**src/rtl/leg_shift_pkg.sv**
```systemverilog
// Shared types and constants for the barrel-shifter control front end:
// shift types, carry-source selects, FSM states and the registered control bundle.
package leg_shift_pkg;

  typedef enum logic [1:0] {
    SH_LSL = 2'b00,
    SH_LSR = 2'b01,
    SH_ASR = 2'b10,
    SH_ROR = 2'b11
  } shtype_e;

  typedef enum logic [2:0] {
    CSEL_C_IN  = 3'd0,
    CSEL_ROT0  = 3'd1,
    CSEL_ROT31 = 3'd2,
    CSEL_A0    = 3'd3,
    CSEL_A31   = 3'd4,
    CSEL_ZERO  = 3'd5
  } csel_e;

  typedef enum logic [1:0] {
    S_IDLE    = 2'd0,
    S_WAIT_RS = 2'd1,
    S_OUT     = 2'd2
  } state_e;

  localparam logic [4:0] SHCTL5_ID  = 5'b00001;
  localparam logic [4:0] SHCTL5_RRX = 5'b00010;
  localparam logic [7:0] SHCTL8_ID  = 8'b00000001;

  typedef struct packed {
    logic [4:0] shamt;
    logic [4:0] shctl_5;
    logic [7:0] shctl_8;
    logic       longshift;
    logic       left;
    logic       shift;
    logic       arith;
    logic       rrx_sel;
    csel_e      csel;
  } shctl_t;

  localparam shctl_t SHCTL_RESET = '{
    shamt:     5'd0,
    shctl_5:   SHCTL5_ID,
    shctl_8:   SHCTL8_ID,
    longshift: 1'b0,
    left:      1'b0,
    shift:     1'b0,
    arith:     1'b0,
    rrx_sel:   1'b0,
    csel:      CSEL_C_IN
  };

  function automatic logic [4:0] onehot5(input logic [2:0] idx);
    return 5'b00001 << idx;
  endfunction

  function automatic logic [7:0] onehot8(input logic [2:0] idx);
    return 8'b00000001 << idx;
  endfunction

endpackage

```
**src/rtl/shift_amt_decode.sv**
```systemverilog
// Combinational decode of an ARM shifter operand (type, form, amount) into the
// shifter control bundle: ROR selects, mask mode and carry-out source.
module shift_amt_decode
  import leg_shift_pkg::*;
#(
  parameter int RS_W = 8
) (
  input  logic [1:0]      shtype,
  input  logic            imm_shift,
  input  logic [4:0]      shamt_imm,
  input  logic [RS_W-1:0] rs_val,
  output shctl_t          ctl
);

  localparam logic [RS_W-1:0] AMT_32 = RS_W'(32);

  shtype_e         st;
  logic [RS_W-1:0] amt;
  logic            zero_amt;
  logic            big;
  logic            rrx;
  logic            no_shift;
  logic [5:0]      n;
  logic [4:0]      n_inv;

  assign st       = shtype_e'(shtype);
  assign amt      = imm_shift ? RS_W'(shamt_imm) : rs_val;
  assign zero_amt = (amt == '0);
  assign big      = (amt > AMT_32);
  assign rrx      = imm_shift && zero_amt && (st == SH_ROR);
  assign no_shift = zero_amt && (!imm_shift || st == SH_LSL);
  // Immediate LSR/ASR #0 encodes a shift by 32; register amounts saturate at 32.
  assign n        = (imm_shift && zero_amt) ? 6'd32 :
                    (amt >= AMT_32)         ? 6'd32 : amt[5:0];
  assign n_inv    = ~n[4:0];

  always_comb begin
    // NOTE: every field gets its default before the case split, so no path
    // through this block can leave a field unassigned and infer a latch.
    ctl = SHCTL_RESET;
    if (no_shift) begin
      ctl = SHCTL_RESET;
    end else if (rrx) begin
      ctl.shctl_5 = SHCTL5_RRX;
      ctl.rrx_sel = 1'b1;
      ctl.csel    = CSEL_A0;
    end else begin
      unique case (st)
        SH_LSL: begin
          // Left shift rotates right by 32-n; the low stage takes 1..4 so the
          // high stage never needs a carry from the +1.
          ctl.left    = 1'b1;
          ctl.shift   = 1'b1;
          ctl.shamt   = n[4:0];
          ctl.shctl_5 = onehot5({1'b0, n_inv[1:0]} + 3'd1);
          ctl.shctl_8 = onehot8(n_inv[4:2]);
          if (n == 6'd32) begin
            ctl.longshift = 1'b1;
            ctl.csel      = big ? CSEL_ZERO : CSEL_A0;
          end else begin
            ctl.csel = CSEL_ROT0;
          end
        end
        SH_LSR, SH_ASR: begin
          ctl.shift   = 1'b1;
          ctl.arith   = (st == SH_ASR);
          ctl.shamt   = n[4:0];
          ctl.shctl_5 = onehot5({1'b0, n[1:0]});
          ctl.shctl_8 = onehot8(n[4:2]);
          if (n == 6'd32) begin
            ctl.longshift = 1'b1;
            ctl.csel      = (st == SH_ASR || !big) ? CSEL_A31 : CSEL_ZERO;
          end else begin
            ctl.csel = CSEL_ROT31;
          end
        end
        SH_ROR: begin
          if (amt[4:0] == 5'd0) begin
            ctl.csel = CSEL_A31;
          end else begin
            ctl.shctl_5 = onehot5({1'b0, amt[1:0]});
            ctl.shctl_8 = onehot8(amt[4:2]);
            ctl.csel    = CSEL_ROT31;
          end
        end
        default: ctl = SHCTL_RESET;
      endcase
    end
  end

endmodule

```
**src/rtl/shift_ctl_gen.sv**
```systemverilog
// Execute-stage barrel shifter control generator: accepts a shifter operand,
// waits for Rs when register-specified, and holds registered controls until consumed.
module shift_ctl_gen
  import leg_shift_pkg::*;
#(
  parameter int RS_W = 8
) (
  input  logic            clk,
  input  logic            reset,
  input  logic            in_valid,
  output logic            in_ready,
  input  logic [1:0]      shtype,
  input  logic            imm_shift,
  input  logic [4:0]      shamt_imm,
  input  logic            rs_valid,
  input  logic [RS_W-1:0] rs_val,
  input  logic            flush,
  output logic            out_valid,
  input  logic            out_ready,
  output logic [4:0]      shamt,
  output logic [4:0]      shctl_5,
  output logic [7:0]      shctl_8,
  output logic            longshift,
  output logic            left,
  output logic            shift,
  output logic            arith,
  output logic            rrx_sel,
  output logic [2:0]      csel
);

  state_e     state;
  logic [1:0] held_type;
  shctl_t     ctl_q;
  shctl_t     dec;
  logic [1:0] dec_type;
  logic       dec_imm;
  logic       accept_slot;

  // While waiting for Rs the operand type comes from the held copy, not the bus.
  assign dec_type    = (state == S_WAIT_RS) ? held_type : shtype;
  assign dec_imm     = (state == S_WAIT_RS) ? 1'b0 : imm_shift;
  assign accept_slot = (state == S_IDLE) || (state == S_OUT && out_ready);
  assign in_ready    = accept_slot;

  shift_amt_decode #(.RS_W(RS_W)) u_decode (
    .shtype    (dec_type),
    .imm_shift (dec_imm),
    .shamt_imm (shamt_imm),
    .rs_val    (rs_val),
    .ctl       (dec)
  );

  // NOTE: state and output registers use non-blocking assignments so every
  // flop samples pre-edge values regardless of statement order.
  always_ff @(posedge clk or posedge reset) begin
    if (reset) begin
      state     <= S_IDLE;
      out_valid <= 1'b0;
      held_type <= 2'b00;
      ctl_q     <= SHCTL_RESET;
    end else if (flush) begin
      state     <= S_IDLE;
      out_valid <= 1'b0;
    end else begin
      unique case (state)
        S_IDLE, S_OUT: begin
          if (accept_slot) begin
            if (in_valid && (imm_shift || rs_valid)) begin
              state     <= S_OUT;
              out_valid <= 1'b1;
              ctl_q     <= dec;
            end else if (in_valid) begin
              state     <= S_WAIT_RS;
              out_valid <= 1'b0;
              held_type <= shtype;
            end else begin
              state     <= S_IDLE;
              out_valid <= 1'b0;
            end
          end
        end
        S_WAIT_RS: begin
          if (rs_valid) begin
            state     <= S_OUT;
            out_valid <= 1'b1;
            ctl_q     <= dec;
          end
        end
        default: begin
          state     <= S_IDLE;
          out_valid <= 1'b0;
        end
      endcase
    end
  end

  assign shamt     = ctl_q.shamt;
  assign shctl_5   = ctl_q.shctl_5;
  assign shctl_8   = ctl_q.shctl_8;
  assign longshift = ctl_q.longshift;
  assign left      = ctl_q.left;
  assign shift     = ctl_q.shift;
  assign arith     = ctl_q.arith;
  assign rrx_sel   = ctl_q.rrx_sel;
  assign csel      = ctl_q.csel;

endmodule
```
**config.mk**
```make
export PLATFORM = sky130hd
export DESIGN_NAME = shift_ctl_gen
export DESIGN_NICKNAME = d
export VERILOG_FILES = /design/src/rtl/leg_shift_pkg.sv /design/src/rtl/shift_amt_decode.sv /design/src/rtl/shift_ctl_gen.sv
export SDC_FILE = /design/constraint.sdc
export NUM_CORES = 1
export LEC_CHECK = 0
export CAP_MARGIN = 15
export CORE_MARGIN = 2
export CORE_UTILIZATION = 40
export CTS_BUF_LIST = sky130_fd_sc_hd__clkbuf_4 sky130_fd_sc_hd__clkbuf_8 sky130_fd_sc_hd__clkbuf_16
export DETAILED_ROUTE_END_ITERATION = 6
export PLACE_DENSITY = 0.74
export SLEW_MARGIN = 20
export SYNTH_ARGS = -nofsm -noshare
export SYNTH_HDL_FRONTEND = slang
export SYNTH_SLANG_ARGS = --single-unit
export TNS_END_PERCENT = 100
```
**constraint.sdc**
```tcl
create_clock -name clk -period 2.6 [get_ports clk]
set_input_delay 0.39 -clock clk [delete_from_list [all_inputs] [get_ports clk]]
set_output_delay 0.39 -clock clk [all_outputs]
set_load 0.05 [all_outputs]
```
* Word level (Yosys, flattened, before mapping)
Index checks and enable logic that the tools add are counted.
** Storage, ports and cells
- Bits in registers :: 31
- Bits of input ports :: 22
- Output and inout bits :: 28
- Word-level logic and storage cells :: 96
** Cells by class
- $add $sub $neg :: 1
- $lt $le $gt $ge :: 2
- Equal/unequal tests :: 11
- Shifts and indexed selects :: 6
- Muxes and demuxes :: 39
- Bitwise operators :: 3
- Reduce and logical (&&, ||, !) cells :: 22
** Operator list (number)
- $mux 26 :: 4
- $pmux 26 s2 :: 1
- $pmux 13 s3 :: 1
- $shl 1x3->8 const A :: 3
- $mux 5 :: 3
- $mux 13 :: 1
- $mux 1 :: 12
- $mux 12 :: 1
- $mux 3 :: 4
- $mux 6 :: 2
- $mux 2 :: 5
- $reduce_and 5->1 :: 2
- $shl 1x2->5 const A :: 2
- $pmux 3 s3 :: 1
- $ge 8x6->1 const B :: 1
- $gt 8x6->1 const B :: 1
- $logic_not 8->1 :: 1
- $mux 8 :: 1
- $eq 2x2->1 const B :: 3
- $eq 6x6->1 const B :: 1
- $ne 2x2->1 const B :: 3
- $ne 3x3->1 const B :: 2
- $logic_and 1x1->1 :: 5
- $logic_not 5->1 :: 1
- 15 further kinds :: 23

* Depth between registers and ports, before layout
Gate-level depths: netlist of run 1.
- Depth in word-level cells :: 15
- Depth in mapped cells :: 12
- Gate-level depth less buffers :: 9

* Hierarchy
A second synthesis of run 1 with hierarchy kept.
** Unflattened totals
- Cell total of the unflattened synthesis :: 232
- Area total of the unflattened synthesis :: 2293.4 um^2
** By module, submodules not included
- shift_ctl_gen :: instances 1, cells an instance 79, area each 1301.2 um^2, sequential area each 753.2 um^2
- shift_amt_decode :: instances 1, cells an instance 153, area each 992.2 um^2, sequential area each 0.0 um^2

* Least setup slack after synthesis of run 1
Ideal clock, no wire load.
- Path kind :: register to register
- Start :: reg out_valid (netlist name)
- End :: reg ctl_q, in the netlist shctl_8[2]
- Library setup time :: 0.076 ns
- Arrival time :: 2.930 ns
- Data required time :: 2.524 ns
- Path slack :: -0.407 ns
- Cell stages (with the launch flop) :: 12
- Path buffers :: 3
- Period minus slack after synthesis :: 3.007 ns
- Cells stage by stage :: dfrtp_1 nand2b_1 buf_6 buf_2 mux2i_1 ha_1 buf_2 nor4_1 a311oi_4 o31ai_1 a2111o_1 o21ai_1
** RTL lines
- end signal, assigned :: RTL line shift_ctl_gen.sv:60 : ctl_q <= SHCTL_RESET;
- end signal, assigned :: RTL line shift_ctl_gen.sv:71 : ctl_q <= dec;
- end signal, assigned :: RTL line shift_ctl_gen.sv:86 : ctl_q <= dec;
- end, declared :: RTL line shift_ctl_gen.sv:33 : shctl_t ctl_q;

* Worst setup path in the final report of run 1
- Start :: reg state[0]
- End :: reg ctl_q, in the netlist shctl_8[2]
** Between the ends
- Longest elaborated chain between the ends :: 14
- Elaborated cells on any way between the ends :: 41
- Those cells by class :: 1 x order compare; 8 x eq/ne; 3 x shift; 13 x mux; 1 x bitwise; 15 x reduce/logical
** Ends and longest elaborated chain
- start, declared :: RTL line shift_ctl_gen.sv:31 : state_e state;
- start signal, assigned :: RTL line shift_ctl_gen.sv:57 : state <= S_IDLE;
- start signal, assigned :: RTL line shift_ctl_gen.sv:62 : state <= S_IDLE;
- start signal, assigned :: RTL line shift_ctl_gen.sv:69 : state <= S_OUT;
- $eq 2x1->1 :: RTL line shift_ctl_gen.sv:40, shift_ctl_gen.sv:41, shift_ctl_gen.sv:65
- $mux 1 :: RTL line shift_ctl_gen.sv:41 : assign dec_imm = (state == S_WAIT_RS) ? 1'b0 : imm_shift;
- $mux 8 :: RTL line shift_amt_decode.sv:27 : assign amt = imm_shift ? RS_W'(shamt_imm) : rs_val;
- $ge 8x6->1 or $logic_not 8->1 (tied branches) :: RTL line shift_amt_decode.sv:34, shift_amt_decode.sv:28
- $mux 6 or $logic_and 1x1->1 (tied branches) :: RTL line shift_amt_decode.sv:34, shift_amt_decode.sv:30, shift_amt_decode.sv:33
- $mux 6 :: RTL line shift_amt_decode.sv:33 : assign n = (imm_shift && zero_amt) ? 6'd32 :
- $not 5->5 :: RTL line shift_amt_decode.sv:35 : assign n_inv = ~n[4:0];
- $shl 1x3->8 :: RTL line leg_shift_pkg.sv:60 : return 8'b00000001 << idx;
- $pmux 13 s3 :: RTL line shift_amt_decode.sv:48 : unique case (st)
- $mux 12 :: RTL line shift_amt_decode.sv:43 : end else if (rrx) begin
- $mux 26 :: RTL line shift_amt_decode.sv:41 : if (no_shift) begin
- $mux 26 :: RTL line shift_ctl_gen.sv:68 : if (in_valid && (imm_shift || rs_valid)) begin
- $mux 26 :: RTL line shift_ctl_gen.sv:67 : if (accept_slot) begin
- $pmux 26 s2 :: RTL line shift_ctl_gen.sv:65 : unique case (state)
Several ways; a longest one is shown, not always the timed one. The select of a mux whose other input is x is not followed.
A chain may end at the register's enable or synchronous reset.

==> results of run 1 <==
-- critical path, cell delays in order (launching register included) --
cell,delay [ns]
dfrtp_1,0.44
nand2b_4,0.21
mux2i_4,0.34
ha_4,0.27
inv_2,0.12
nor2_1,0.07
a211o_1,0.31
a2111o_1,0.48
o21ai_1,0.14
-- cell type report --
class | count | area (um^2)
Fill cell | 484 | 2073
Multi-Input combinational cell | 181 | 1282
Sequential cell | 30 | 754.5
Timing Repair Buffer | 80 | 728.2
Tap cell | 70 | 87.58
Clock buffer | 6 | 76.32
Inverter | 8 | 30.03
Clock inverter | 2 | 10.01
-- power groups by stage --
stage                     sequential [W]  clock (W)  combinational (W)
after floorplan                 0.000846          0           0.000253
after global routing            0.000605   0.000404           0.000853
after global placement          0.000603          0           0.000779
final                           0.000596   0.000375           0.000795
after detailed placement        0.000606          0           0.000785
after CTS                       0.000598   0.000381           0.000787
-- worst max-delay path by stage --
| stage | to | slack (ns) | cells past startpoint |
|---|---|---|---|
| after CTS | shctl_5[1]$_DFFE_PP0P_ | 0.02 | 10 |
| after global routing | shctl_8[3]$_DFFE_PP0P_ | 0.02 | 8 |
| after global placement | shctl_5[1]$_DFFE_PP0P_ | -0.20 | 10 |
| after floorplan | shctl_8[2]$_DFFE_PP0P_ | -0.009 | 10 |
| final | shctl_8[2]$_DFFE_PP0P_ | 0.14 | 8 |
| after detailed placement | shctl_5[1]$_DFFE_PP0P_ | -0.28 | 10 |
-- per-stage QoR --
stage	util	TNS, ns	total power [W]	std cells	instance area, um^2
3_5_place_dp	0.5640	-0.3352	0.001391	367	2844
2_1_floorplan	-	-0.008909	0.001099	230	2121
6_report	0.5888	0	0.001765	377	2969
5_1_grt	0.5888	0	0.001862	377	2969
3_3_place_gp	0.5640	-0.2086	0.001382	367	2844
4_1_cts	0.5811	0	0.001766	375	2930
-- metal layers --
metal | GRT usage | vias to the layer above
li1 | - | 1028
met2 | 0.3594 | 97
met4 | 0.1014 | 0
met5 | 0 | -
met3 | 0.04365 | 12
met1 | 0.3270 | 989
-- synthesized netlist by cell type (all sizes together), types with 4 or more instances --
cell type  instances
or4                4
nand2             29
nand3              7
inv                8
dfrtp             28
or2                4
buf               10
ha                 5
o21ai             17
o31ai              5
a21oi             15
nor3               6
a22o               4
nor2              18
and3               7
-- layout by cell type, fill, tap and decap left out, types with 3 or more instances in the layout --
cell	synthesis	routed
clkdlybuf4s50_1	0	45
buf_4	0	32
nand2_1	28	28
dfrtp_1	28	27
nor2_1	18	18
a21oi_1	14	12
o21ai_1	12	12
nand3_1	7	7
and3_1	7	7
nor3_1	5	5
o21ai_0	5	5
inv_1	7	5
clkbuf_8	0	5
a22o_1	4	4
nor2b_1	3	3
or4_1	3	3
inv_2	1	3
o31ai_1	5	3
or2_2	3	3
a32o_1	3	3
a211o_1	3	3
ha_1	5	3
dlymetal6s2s_1	0	3
-- registers in the layout, summed over array words and instances, names as in the netlist --
| name | cells |
|---|---|
| shamt | 5 |
| out_valid | 1 |
| state | 1 |
| left | 1 |
| longshift | 1 |
| shctl_5 | 5 |
| csel | 3 |
| shctl_8 | 8 |
| held_type | 2 |
| shift | 1 |
| arith | 1 |
| rrx_sel | 1 |
-- what timing repair did --
action / 4_1_cts / 5_1_grt
setup buffers: 0 / 2
setup endpoints to repair: 0 / 1
gates resized for setup: 0 / 6
hold endpoints to repair: 0 / 0
-- cells by family (layout without fill, tap and decap cells) --
group / Yosys count / count (layout) / share of synthesized area
and+or+nand+nor: 95 / 95 / 0.2512
AOI/OAI and AO/OA: 78 / 78 / 0.2938
DFF: 30 / 30 / 0.3662
buffers and inverters: 19 / 96 / 0.04258
adders and majority gates: 5 / 5 / 0.03041
muxes: 3 / 3 / 0.01581
==> results by group, run 1 <==
Run status
  – Status: finished clean

Detailed routing
  – Wire length on met3: 447 um
  – DR WL/cell: 16.31 um
  – Via count: 2126
  – Final WL: 6148 um
  – Initial DRC count: 115
  – DR pass1 iterations: 4
  – Routed vias/inst: 5.639
  – Metal2 WL: 2776 um
  – Routed Antenna Nets: 0
  – Top Layer Used: met4
  – Drc violations: 0
  – Met1 wire length: 2796 um

Synth
  – Synth unique cells: 67
  – Synth area leader: dfrtp_1
  – Synth area leaders: dfrtp_1, nand2_1, a21oi_1
  – Ys async rst share: 1.000
  – Post-synth net total: 257
  – Ys Warns: 0
  – EDFF count, synth: 0
  – Synth Flop Type: dfrtp_1
  – FF+latch count, synth: 30
  – Syn Area/Cell: 8.943 um^2
  – Synth Instances: 230
  – Synthesized area: 2057 um^2
  – Sequential-to-total area share from yosys stat: 0.3662
  – Top-area cell type share of the netlist area: 0.3406

Place
  – Gpl congestion: 0.9159
  – Placement Setup Slack: -0.2837 ns
  – Hpwl dp: 4786 um
  – Port bufs: 49

STA
  – Rel. slew slack: 0.6588
  – Max-slew violation count: 0
  – Slew of the pin with the lowest slew margin: 0.5102 ns
  – PnR worst setup slack: 0.1399 ns
  – Fmax: 406.5 MHz
  – Final Hold Viols: 0
  – RSZ-0062 raised after global routing: no
  – Final setup skew: 0.004905 ns
  – Crit path time final: 2.460 ns
  – Post-route clock period utilization: 0.9462
  – Final hold slack: 0.4804 ns
  – Setup-failing EPs final: 0

Critical path
  – Worst Reg-to-Reg Cells: 8
  – Req. time, crit path: 2.81 ns
  – Reg-to-reg startpoint: state[0]$_DFFE_PP0P_
  – Arr. time, crit path: 2.67 ns
  – Crit path from: state[0]$_DFFE_PP0P_
  – Reg2Reg Setup Slack: 0.14 ns
  – Worst R2R End: shctl_8[2]$_DFFE_PP0P_
  – CP max FO: 12
  – Worst setup SP type: flip-flop
  – Worst Setup End Kind: flip-flop
  – WS Path Type: reg -> reg

Power and ir drop
  – Leak pwr: 1.268 nW
  – Seq pwr share: 0.337
  – Clk pwr share: 0.212
  – Gate power share: 0.450
  – Switching Fraction: 0.4038
  – Cell Pwr Density: 594.5 nW/um^2
  – VDD IR max: 244.2 uV
  – Switching Power: 0.0007127 W
  – Pint: 0.001052 W

Final layout
  – Nets: 333
  – Share of cells above drive strength 1: 0.2378
  – Area grow syn2layout: 44.34%
  – Ant. Diodes: 0

CTS
  – H-tree Lvls: 2
  – Max Root-Sink Buffers: 2
  – Clock Tree Root: clkbuf_8
  – Cts hold-fix bufs: 0
  – Worst-path clk slew: 0.07 ns
  – CTS tree: yes
  – CTS Buf Count: 5
  – CTS sink cnt: 30
  – Worst-Skew Late Latency: 0.28 ns

Run
  – MaxCap Viol Count: 0

Floorplan
  – Num rows: 26
  – Die area: 5732 um^2
  – Initial Util: 0.4079
  – Die width: 75.71 um
  – Die Y-Extent: 75.71 um
  – Core Region: 5042 um^2
  – IO Pins: 50

Min path
  – Worst hold endpoint: left$_DFFE_PP0P_
  – Worst Hold Class: reg -> reg
  – Worst hold path depth: 2
  – Worst hold start: left$_DFFE_PP0P_

Global routing
  – Largest net degree at the start of global routing: 31
  – Global Route Usage Sum: 0.2354
  – Initial antenna violation count: 0
  – First-pass GRT wire length: 9991 um
  – Gr ovfl total: 0
  – Vias in the first global route: 2075
(Power assumes the default switching activity.)
==> run 2: changes to the inputs <==
Settings changed: PLACE_DENSITY 0.74 to 0.72.
Clock period 2.6 ns to 2.88 ns, I/O delays scaled along.
==> run 2 against run 1 <==
  * Via count shrank 2.8%
  * First-iteration DRC count is 50% higher
  * Sequential share of layout area is 1.5 points higher
  * Critical path type is now in -> reg
  * Critical endpoint is now shctl_5[1]$_DFFE_PP0P_
==> results by group, run 2 (same netlist as run 1, synthesis figures left out) <==
CTS
  – Post-CTS Setup Inserts: 0 (unchanged)
  – CTS tree: yes
  – Post-cts sizing count: 0 (unchanged)
  – Worst-Skew Late Latency: 0.28 ns (about the same)
  – H-tree Lvls: 2 (unchanged)
  – Cts hold-fix bufs: 0 (unchanged)
  – CTS sink cnt: 30 (unchanged)
  – Worst-path clk slew: 0.06 ns (about the same)
  – Max Root-Sink Buffers: 2 (unchanged)
  – Clock Tree Root: clkbuf_8
  – CTS Buf Count: 5 (unchanged)

Power and ir drop
  – Leak pwr: 1.182 nW (-6.8%)
  – Clk pwr share: 0.216 (+0.004)
  – Cell Pwr Density: 552.2 nW/um^2 (-7.1%)
  – Pint: 0.0009253 W (-12%)
  – Power consumption: 0.001550 W (-12%)
  – VDD IR max: 217.7 uV (-11%)
  – Switching Fraction: 0.4031 (-0.0006132)
  – Gate power share: 0.439 (-0.011)
  – Seq pwr share: 0.344 (+0.007)
  – Switching Power: 0.0006250 W (-12%)

Run status
  – Status: finished clean

Place
  – Hpwl dp: 4500 um (-6.0%)
  – Area post-placement: 2721 um^2 (-4.3%)
  – Port bufs: 49 (unchanged)
  – Gpl congestion: 0.9366 (+2.3%)

Final layout
  – Nets: 321 (-3.6%)
  – Most common cell after layout, fill and taps aside: clkdlybuf4s50_1
  – Number of fill cells: 472 (-2.5%)
  – Final Cell Area: 2808 um^2 (-5.4%)
  – Commonest cells after routing, fill and taps aside: clkdlybuf4s50_1, nand2_1, dfrtp_1, buf_4, nor2_1
  – Area grow syn2layout: 36.50%
  – Ant. Diodes: 0 (unchanged)
  – Max FFs per register: 8 (unchanged)
  – Share of cells above drive strength 1: 0.1661 (-0.07168)

Critical path
  – Worst Setup End Kind: flip-flop
  – Worst setup SP type: input pin
  – WS Path Type: in -> reg
  – CP max FO: 4 (-8)
  – Req. time, crit path: 3.10 ns (+0.29 ns)
  – Arr. time, crit path: 2.90 ns (+0.23 ns)

Floorplan
  – Initial Util: 0.4079 (unchanged)
  – Core Region: 5042 um^2 (unchanged)
  – Die area: 5732 um^2 (unchanged)
  – IO Pins: 50 (unchanged)
  – Die Y-Extent: 75.71 um (unchanged)
  – Num rows: 26 (unchanged)
  – Die width: 75.71 um (unchanged)

Global routing
  – First-pass GRT wire length: 9777 um (-2.1%)
  – Gr ovfl total: 0 (unchanged)
  – Global Route Usage Sum: 0.2281 (-0.007326)
  – Initial antenna violation count: 0 (unchanged)
  – Vias in the first global route: 2026 (-2.4%)
  – Largest net degree at the start of global routing: 31 (unchanged)

STA
  – Max-slew violation count: 0 (unchanged)
  – Fmax: 373.1 MHz
  – Final hold slack: 0.4721 ns (-0.008358 ns)
  – Rel. slew slack: 0.6460 (-0.01283)
  – Final Hold Viols: 0 (unchanged)
  – Final setup skew: 0.006000 ns (+0.001096 ns)
  – RSZ-0062 raised after global routing: no
  – Slew of the pin with the lowest slew margin: 0.5311 ns (+0.02084 ns)
  – Crit path time final: 2.680 ns
  – Setup-failing EPs final: 0 (unchanged)
  – Post-route clock period utilization: 0.9307

Detailed routing
  – Via count: 2067 (-2.8%)
  – DR WL/cell: 15.92 um (-2.4%)
  – Initial DRC count: 173 (+50%)
  – DR pass1 iterations: 4 (unchanged)
  – Final WL: 5811 um (-5.5%)
  – Routed vias/inst: 5.663 (+0.42%)
  – Drc violations: 0 (unchanged)
  – Routed Antenna Nets: 0 (unchanged)

Min path
  – Worst Hold Class: reg -> reg

Run
  – MaxCap Viol Count: 0 (unchanged)
[run 2: changes by cell type in the layout (fill, tap and decap cells not counted), sizes merged]
cell           previous run  this run
clkdlybuf4s50            45        49
buf                      32        19
dlymetal6s2s              3         0
[run 2: power by group through the flow]
stage	sequential (W)	combinational (W)	clock, W
after detailed placement	0.000543	0.000680	0
after global placement	0.000541	0.000675	0
after global routing	0.000542	0.000733	0.000368
after CTS	0.000535	0.000682	0.000343
after floorplan	0.000762	0.000216	0
final	0.000534	0.000681	0.000336
[run 2: path summary, 6_finish.rpt]
kind                       slack (ns)                       end  depth (start not counted)                  start
max                              0.20    shctl_5[1]$_DFFE_PP0P_                         10              rs_val[5]
min                              0.47          left$_DFFE_PP0P_                          2       left$_DFFE_PP0P_
max reg2reg                      0.21    shctl_5[1]$_DFFE_PP0P_                         10  out_valid$_DFFE_PP0P_
min reg2reg                      0.47          left$_DFFE_PP0P_                          2       left$_DFFE_PP0P_
max in group asynchronous        2.04    shctl_5[0]$_DFFE_PP1P_                          3                  reset
min in group asynchronous        0.53  held_type[0]$_DFFE_PP0P_                          3                  reset
[run 2: worst max-delay path: stages]
cell	delay, ns
clkdlybuf4s50_1	0.42
or3_4	0.43
a21oi_2	0.19
a21oi_1	0.14
ha_1	0.33
or2_1	0.23
or2_2	0.27
o31a_1	0.10
o31ai_1	0.20
a22o_1	0.16
[run 2: area by class of cell]
cell class,count,area [um^2],share of cell area
repair buffers,68,633.1,0.2255
clock buffers,6,76.32,0.02718
clock inverters,2,10.01,0.003565
well taps,70,87.58,0.03119
inverters,8,30.03,0.01070
multi-input cells,181,1216,0.4332
flip-flops and latches,30,754.5,0.2687
[run 2: per-layer routing]
metal / part of all wire / GRT usage
met5: 0 / 0
met4: 0.011 / 0.07018
met3: 0.081 / 0.05423
met2: 0.45 / 0.3536
met1: 0.46 / 0.3168
[run 2: metrics by stage]
step	util	cells	setup TNS [ns]	worst slack, ns
2_1_floorplan	-	230	0	0.01914
3_3_place_gp	0.5397	357	0	0.03020
3_5_place_dp	0.5397	357	-0.07804	-0.07804
4_1_cts	0.5568	365	0	0.2226
5_1_grt	0.5568	365	0	0.0001836
6_report	0.5568	365	0	0.1996
